File: src/rtl/fetch_sequencer.sv
// PC sequencer and instruction-memory read-port arbiter.
// Shares the single memory port between instruction fetch and a debug/loader requester.
module fetch_sequencer #(
  parameter logic [31:0] RESET_PC     = 32'h0000_0000,
  parameter int unsigned STARVE_LIMIT = 4,
  parameter logic [31:0] NOP_WORD     = 32'h0000_0000
) (
  input  logic        Clk,
  input  logic        Reset,
  input  logic        Stall,
  input  logic        Flush,
  input  logic        BranchTaken,
  input  logic [31:0] BranchTarget,
  input  logic        DbgReq,
  input  logic [31:0] DbgAddr,
  output logic        DbgGnt,
  output logic        DbgValid,
  output logic [31:0] DbgData,
  output logic [31:0] MemAddr,
  input  logic [31:0] MemData,
  output logic [31:0] PC,
  output logic [31:0] IF_Instruction,
  output logic [31:0] IF_PCPlus4,
  output logic        IF_Valid,
  output logic        AddrError
);

  typedef enum logic [1:0] {
    S_WARM,
    S_FETCH,
    S_DBG
  } state_t;

  localparam logic [3:0] STARVE_MAX = 4'(STARVE_LIMIT - 1);

  state_t      r_state;
  state_t      w_state_nxt;

  logic [31:0] r_pc;
  logic [31:0] r_if_instr;
  logic [31:0] r_if_pc4;
  logic        r_if_valid;
  logic        r_dbg_valid;
  logic [31:0] r_dbg_data;
  logic        r_addr_err;
  logic [3:0]  r_starve;

  logic [31:0] w_pc_nxt;
  logic [31:0] w_pc_plus4;
  logic [31:0] w_if_instr_nxt;
  logic [31:0] w_if_pc4_nxt;
  logic        w_if_valid_nxt;
  logic        w_dbg_valid_nxt;
  logic [31:0] w_dbg_data_nxt;
  logic        w_addr_err_nxt;
  logic [3:0]  w_starve_nxt;
  logic [31:0] w_mem_addr;
  logic        w_dbg_gnt;
  logic        w_grant;
  logic        w_bubble;

  assign w_pc_plus4 = r_pc + 32'd4;
  assign w_grant    = (r_state == S_FETCH) && DbgReq && (Stall || (r_starve == STARVE_MAX));

  always_ff @(posedge Clk or negedge Reset) begin
    if (!Reset) begin
      r_state <= S_WARM;
    end else begin
      r_state <= w_state_nxt;
    end
  end

  always_comb begin
    w_state_nxt     = r_state;
    w_pc_nxt        = r_pc;
    w_if_instr_nxt  = r_if_instr;
    w_if_pc4_nxt    = r_if_pc4;
    w_if_valid_nxt  = r_if_valid;
    w_dbg_valid_nxt = 1'b0;
    w_dbg_data_nxt  = r_dbg_data;
    w_addr_err_nxt  = r_addr_err;
    w_starve_nxt    = DbgReq ? r_starve : '0;
    w_mem_addr      = r_pc;
    w_dbg_gnt       = 1'b0;
    w_bubble        = 1'b0;

    case (r_state)
      S_WARM: begin
        w_state_nxt = S_FETCH;
      end

      S_FETCH: begin
        w_state_nxt  = w_grant ? S_DBG : S_FETCH;
        w_starve_nxt = (DbgReq && !w_grant) ? (r_starve + 4'd1) : '0;
        if (!Stall) begin
          w_pc_nxt = w_pc_plus4;
        end
        // A squashed fetch must leave IF_PCPlus4 untouched, so capture is gated here.
        if (!Stall && !Flush && !BranchTaken) begin
          w_if_instr_nxt = MemData;
          w_if_pc4_nxt   = w_pc_plus4;
          w_if_valid_nxt = 1'b1;
        end
      end

      S_DBG: begin
        w_state_nxt     = S_FETCH;
        w_mem_addr      = DbgAddr;
        w_dbg_gnt       = 1'b1;
        w_dbg_data_nxt  = MemData;
        w_dbg_valid_nxt = 1'b1;
        w_bubble        = 1'b1;
      end

      default: begin
        w_state_nxt = S_WARM;
      end
    endcase

    if (r_state != S_WARM) begin
      if (BranchTaken) begin
        w_pc_nxt       = {BranchTarget[31:2], 2'b00};
        w_addr_err_nxt = r_addr_err | (|BranchTarget[1:0]);
        w_bubble       = 1'b1;
      end else if (Flush) begin
        w_bubble = 1'b1;
      end
    end

    if (w_bubble) begin
      w_if_instr_nxt = NOP_WORD;
      w_if_valid_nxt = 1'b0;
    end
  end

  always_ff @(posedge Clk or negedge Reset) begin
    if (!Reset) begin
      r_pc        <= RESET_PC;
      r_if_instr  <= NOP_WORD;
      r_if_pc4    <= '0;
      r_if_valid  <= 1'b0;
      r_dbg_valid <= 1'b0;
      r_dbg_data  <= '0;
      r_addr_err  <= 1'b0;
      r_starve    <= '0;
    end else begin
      r_pc        <= w_pc_nxt;
      r_if_instr  <= w_if_instr_nxt;
      r_if_pc4    <= w_if_pc4_nxt;
      r_if_valid  <= w_if_valid_nxt;
      r_dbg_valid <= w_dbg_valid_nxt;
      r_dbg_data  <= w_dbg_data_nxt;
      r_addr_err  <= w_addr_err_nxt;
      r_starve    <= w_starve_nxt;
    end
  end

  assign MemAddr        = w_mem_addr;
  assign DbgGnt         = w_dbg_gnt;
  assign DbgValid       = r_dbg_valid;
  assign DbgData        = r_dbg_data;
  assign PC             = r_pc;
  assign IF_Instruction = r_if_instr;
  assign IF_PCPlus4     = r_if_pc4;
  assign IF_Valid       = r_if_valid;
  assign AddrError      = r_addr_err;

endmodule

File: config.mk
export PLATFORM = sky130hd
export DESIGN_NAME = fetch_sequencer
export DESIGN_NICKNAME = d
export VERILOG_FILES = /design/src/rtl/fetch_sequencer.sv
export SDC_FILE = /design/constraint.sdc
export NUM_CORES = 1
export LEC_CHECK = 0
export BUFFER_PORTS_ARGS = -buffer_cell sky130_fd_sc_hd__buf_2
export CAP_MARGIN = 20
export CORE_AREA = 2 2 116 118
export CTS_BUF_LIST = sky130_fd_sc_hd__clkbuf_2
export CTS_CLUSTER_DIAMETER = 40
export DETAILED_ROUTE_END_ITERATION = 16
export DIE_AREA = 0 0 118 120
export PLACE_DENSITY = 0.92
export SKIP_CTS_REPAIR_TIMING = 1
export SKIP_LAST_GASP = 1
export SLEW_MARGIN = 20
export SYNTH_ARGS = -nofsm -noshare
export SYNTH_HDL_FRONTEND = slang
export SYNTH_SLANG_ARGS = --single-unit
export TNS_END_PERCENT = 100
File: constraint.sdc
create_clock -name Clk -period 2.52 [get_ports Clk]
set_input_delay 0 -clock Clk [delete_from_list [all_inputs] [get_ports Clk]]
set_output_delay 0 -clock Clk [all_outputs]
set_load 0.01 [all_outputs]
==> results.toml <==
[status]
status = "finished, final reports clean"

[floorplanning]
die_h_um = 120
core_area_mm2 = 0.0130
design.die.area_mm2 = 0.0142
die_w_um = 118
fp-row-count = 42
pin_count = 266
start_util_pct = 49.0

[worst_setup_path]
critPathArrivalTime_ns = 2.38
path_buf_inv = 2
cp.required_ns = 2.52
max_stage_delay_ns = 0.53
crit_type = "register to primary output"
path_max_fanout = 31
path_cells = "nor2b_4 > buf_12 > mux2_2 > buf_2"
r2r_end = "PC[23]$_DFF_PN0_"
r2r_setup_slack_ns = 0.15
cp-end-kind = "primary output"
r2r_cells = 6
slowest_stage = "dfrtp_1"
r2r_start = "r_state[1]$_DFF_PN0_"
critPathTopFamily = "flip-flops"
cp-start-kind = "register"

[job]
maxCapViolCount = 0

[sta]
setup_viol = 0
slew_headroom_pct = 52.5
fin_crit_sh_pct = 94.5
slew_violations = 0
min_period_ns = 2.38
hold_violations = 0
rsz0062_at_grt = "false"
fmax_ghz = 0.420
skew_ns = 0.0445
worstMarginPinSlew_ns = 0.710

[clocking]
clk_path_buf_depth = 2
clock-root-buffer = "clkbuf_2"
clk_pin_slew_ns = 0.22
tritoncts = "yes"
clock_latency_ns = 0.71
clock-sinks = 133
cts_made_buffers = 17
htree_levels = 4

[yosys]
syn-cell-area_mm2 = 0.00636
synth.most_common_cell = "dfrtp_1"
synth_cell_types = 41
synth_top_area_cell = "dfrtp_1"
synth-edff-count = 0
synth_common_cells = "133 x dfrtp_1, 58 x nand2_1, 57 x mux2_2"
synthFlopType = "dfrtp_1"
ys_warn_count = 0
yosysSeqAreaShare_pct = 52.4
synthTopCellsByArea = "dfrtp_1 52%, mux2_2 10%, a22o_1 4.4%"
ys_ff_latch = 133
syn_avg_cell_area_um2 = 10.5
netlist_instances = 604
async_reset_ff_share_pct = 100
synth_top_area_share_pct = 52.4

[pwr]
power_leakage_nw = 4.35
power.density_mw_per_mm2 = 797
vdd_drop_max_mv = 0.347
finalPower_w = 0.00724

[drt]
drc = 0
avgViaCountPerCell = 5.43
first_iter_violations = 637
wl_mm = 21.2
wl_per_cell_um = 18.7
final_antenna_net_count = 0
drt_first_pass_iters = 5
vias = 6165

[global_route]
antenna_found_initial = 1
grt_usage_pct = 26.3
grt_max_degree = 60
grt_pass1_vias = 5472
grt_overflow = 0
grt_pass1_wl_mm = 28.9

[placed_design]
port_buffers = 261
dp.cells = 1014
dp_hpwl_mm = 14.0
place_congestion = 0.890
postPlaceCellArea_mm2 = 0.00792

[layout]
utilization_pct = 70.0
n_fill_cell = 934
nets = 1049
stdcell_count = 1135
area_growth_pct = 42.9
fin_area_mm2 = 0.00909
drive_gt1_share_pct = 40.2

[hold_path]
holdCritStartpoint = "BranchTarget[10]"
hold_depth = 4
hold_class = "input pin to register"
whs_endpoint = "PC[10]$_DFF_PN0_"
==> how the worst max path moves through the flow <==
| stage | slack [ns] | end | start | depth (start not counted) |
|---|---|---|---|---|
| floorplan | 0.42 | PC[30]$_DFF_PN0_ | PC[22]$_DFF_PN0_ | 6 |
| global placement | 0.43 | PC[23]$_DFF_PN0_ | r_state[1]$_DFF_PN0_ | 6 |
| detailed placement | 0.31 | PC[21]$_DFF_PN0_ | r_state[1]$_DFF_PN0_ | 6 |
| CTS | -0.13 | MemAddr[8] | r_state[1]$_DFF_PN0_ | 4 |
| global route | 0.01 | PC[23]$_DFF_PN0_ | r_state[1]$_DFF_PN0_ | 6 |
| finish | 0.14 | MemAddr[8] | r_state[1]$_DFF_PN0_ | 4 |
==> power by group <==
part	internal, W	switching (W)
registers	0.00268	0.000460
logic	0.00120	0.00142
clock network	0.000659	0.000823
total	0.00454	0.00270
==> flip-flops by register name (all words and copies together) (netlist names) <==
signal and cells:
AddrError 1, DbgData 32, DbgValid 1, IF_Instruction 32, IF_PCPlus4 30, IF_Valid 1, PC 30, r_starve 4
r_state 2
==> through the flow <==
step	hold WS, ns	setup WS [ns]	setup TNS, ns
5_1_grt	0.0271	0.0110	0
3_5_place_dp	-0.0246	0.312	0
4_1_cts	-0.852	-0.134	-1.66
2_1_floorplan	-0.296	0.415	0
3_3_place_gp	-0.0248	0.428	0
6_report	0.0671	0.139	0
==> layer usage <==
layer,vias up,wire [um],part of all wire [%],global-route usage [%]
met2,338,10700,50,41.6
li1,2799,-,-,-
met3,80,1320,6.2,6.18
met5,-,0,0,0
met4,0,806,3.8,11.5
met1,2948,8450,40,34.8
==> cells in the final DEF, fill, tap and decap left out, types with 5 or more instances in the layout <==
cell | Yosys | final
nor2_1 | 47 | 47
nand2_1 | 58 | 57
nand3_1 | 16 | 16
nor3_1 | 10 | 10
buf_12 | 0 | 5
mux2_2 | 57 | 57
o21ai_0 | 44 | 44
nand4_1 | 20 | 20
xor2_1 | 25 | 25
buf_2 | 8 | 260
a22o_1 | 32 | 32
inv_1 | 7 | 7
a21oi_1 | 28 | 27
xnor2_1 | 29 | 29
buf_4 | 5 | 19
dlygate4sd3_1 | 0 | 84
clkbuf_2 | 1 | 19
a31oi_1 | 5 | 5
dfrtp_1 | 133 | 133
==> cell type report <==
type | instances | area (um^2) | share of cell area, %
Tap cell | 176 | 220 | 2.42
Sequential cell | 133 | 3330 | 36.6
Clock inverter | 13 | 181 | 2.00
Multi-Input combinational cell | 416 | 2810 | 30.9
Antenna cell | 1 | 2.50 | 0.0275
Clock buffer | 19 | 95.1 | 1.05
Inverter | 7 | 26.3 | 0.289
Timing Repair Buffer | 370 | 2420 | 26.7
==> worst reg2reg max path: stages, from the launching register on <==
cell	delay [ns]
dfrtp_1	0.51
or3b_1	0.42
buf_4	0.19
nor2_1	0.51
nand4_1	0.24
xor2_1	0.26
a21oi_1	0.11
==> logic make-up after synthesis <==
logic type,after synthesis,share of synthesized area [%]
simple gates,185,14.4
mux,57,10.1
compound gates,114,11.1
other cells,1,0.0590
fa+ha+maj,2,0.394
xor+xnor,54,7.44
buf+inv,58,4.13
flops,133,52.4
Note: power is estimated with default switching activity, not from simulation.
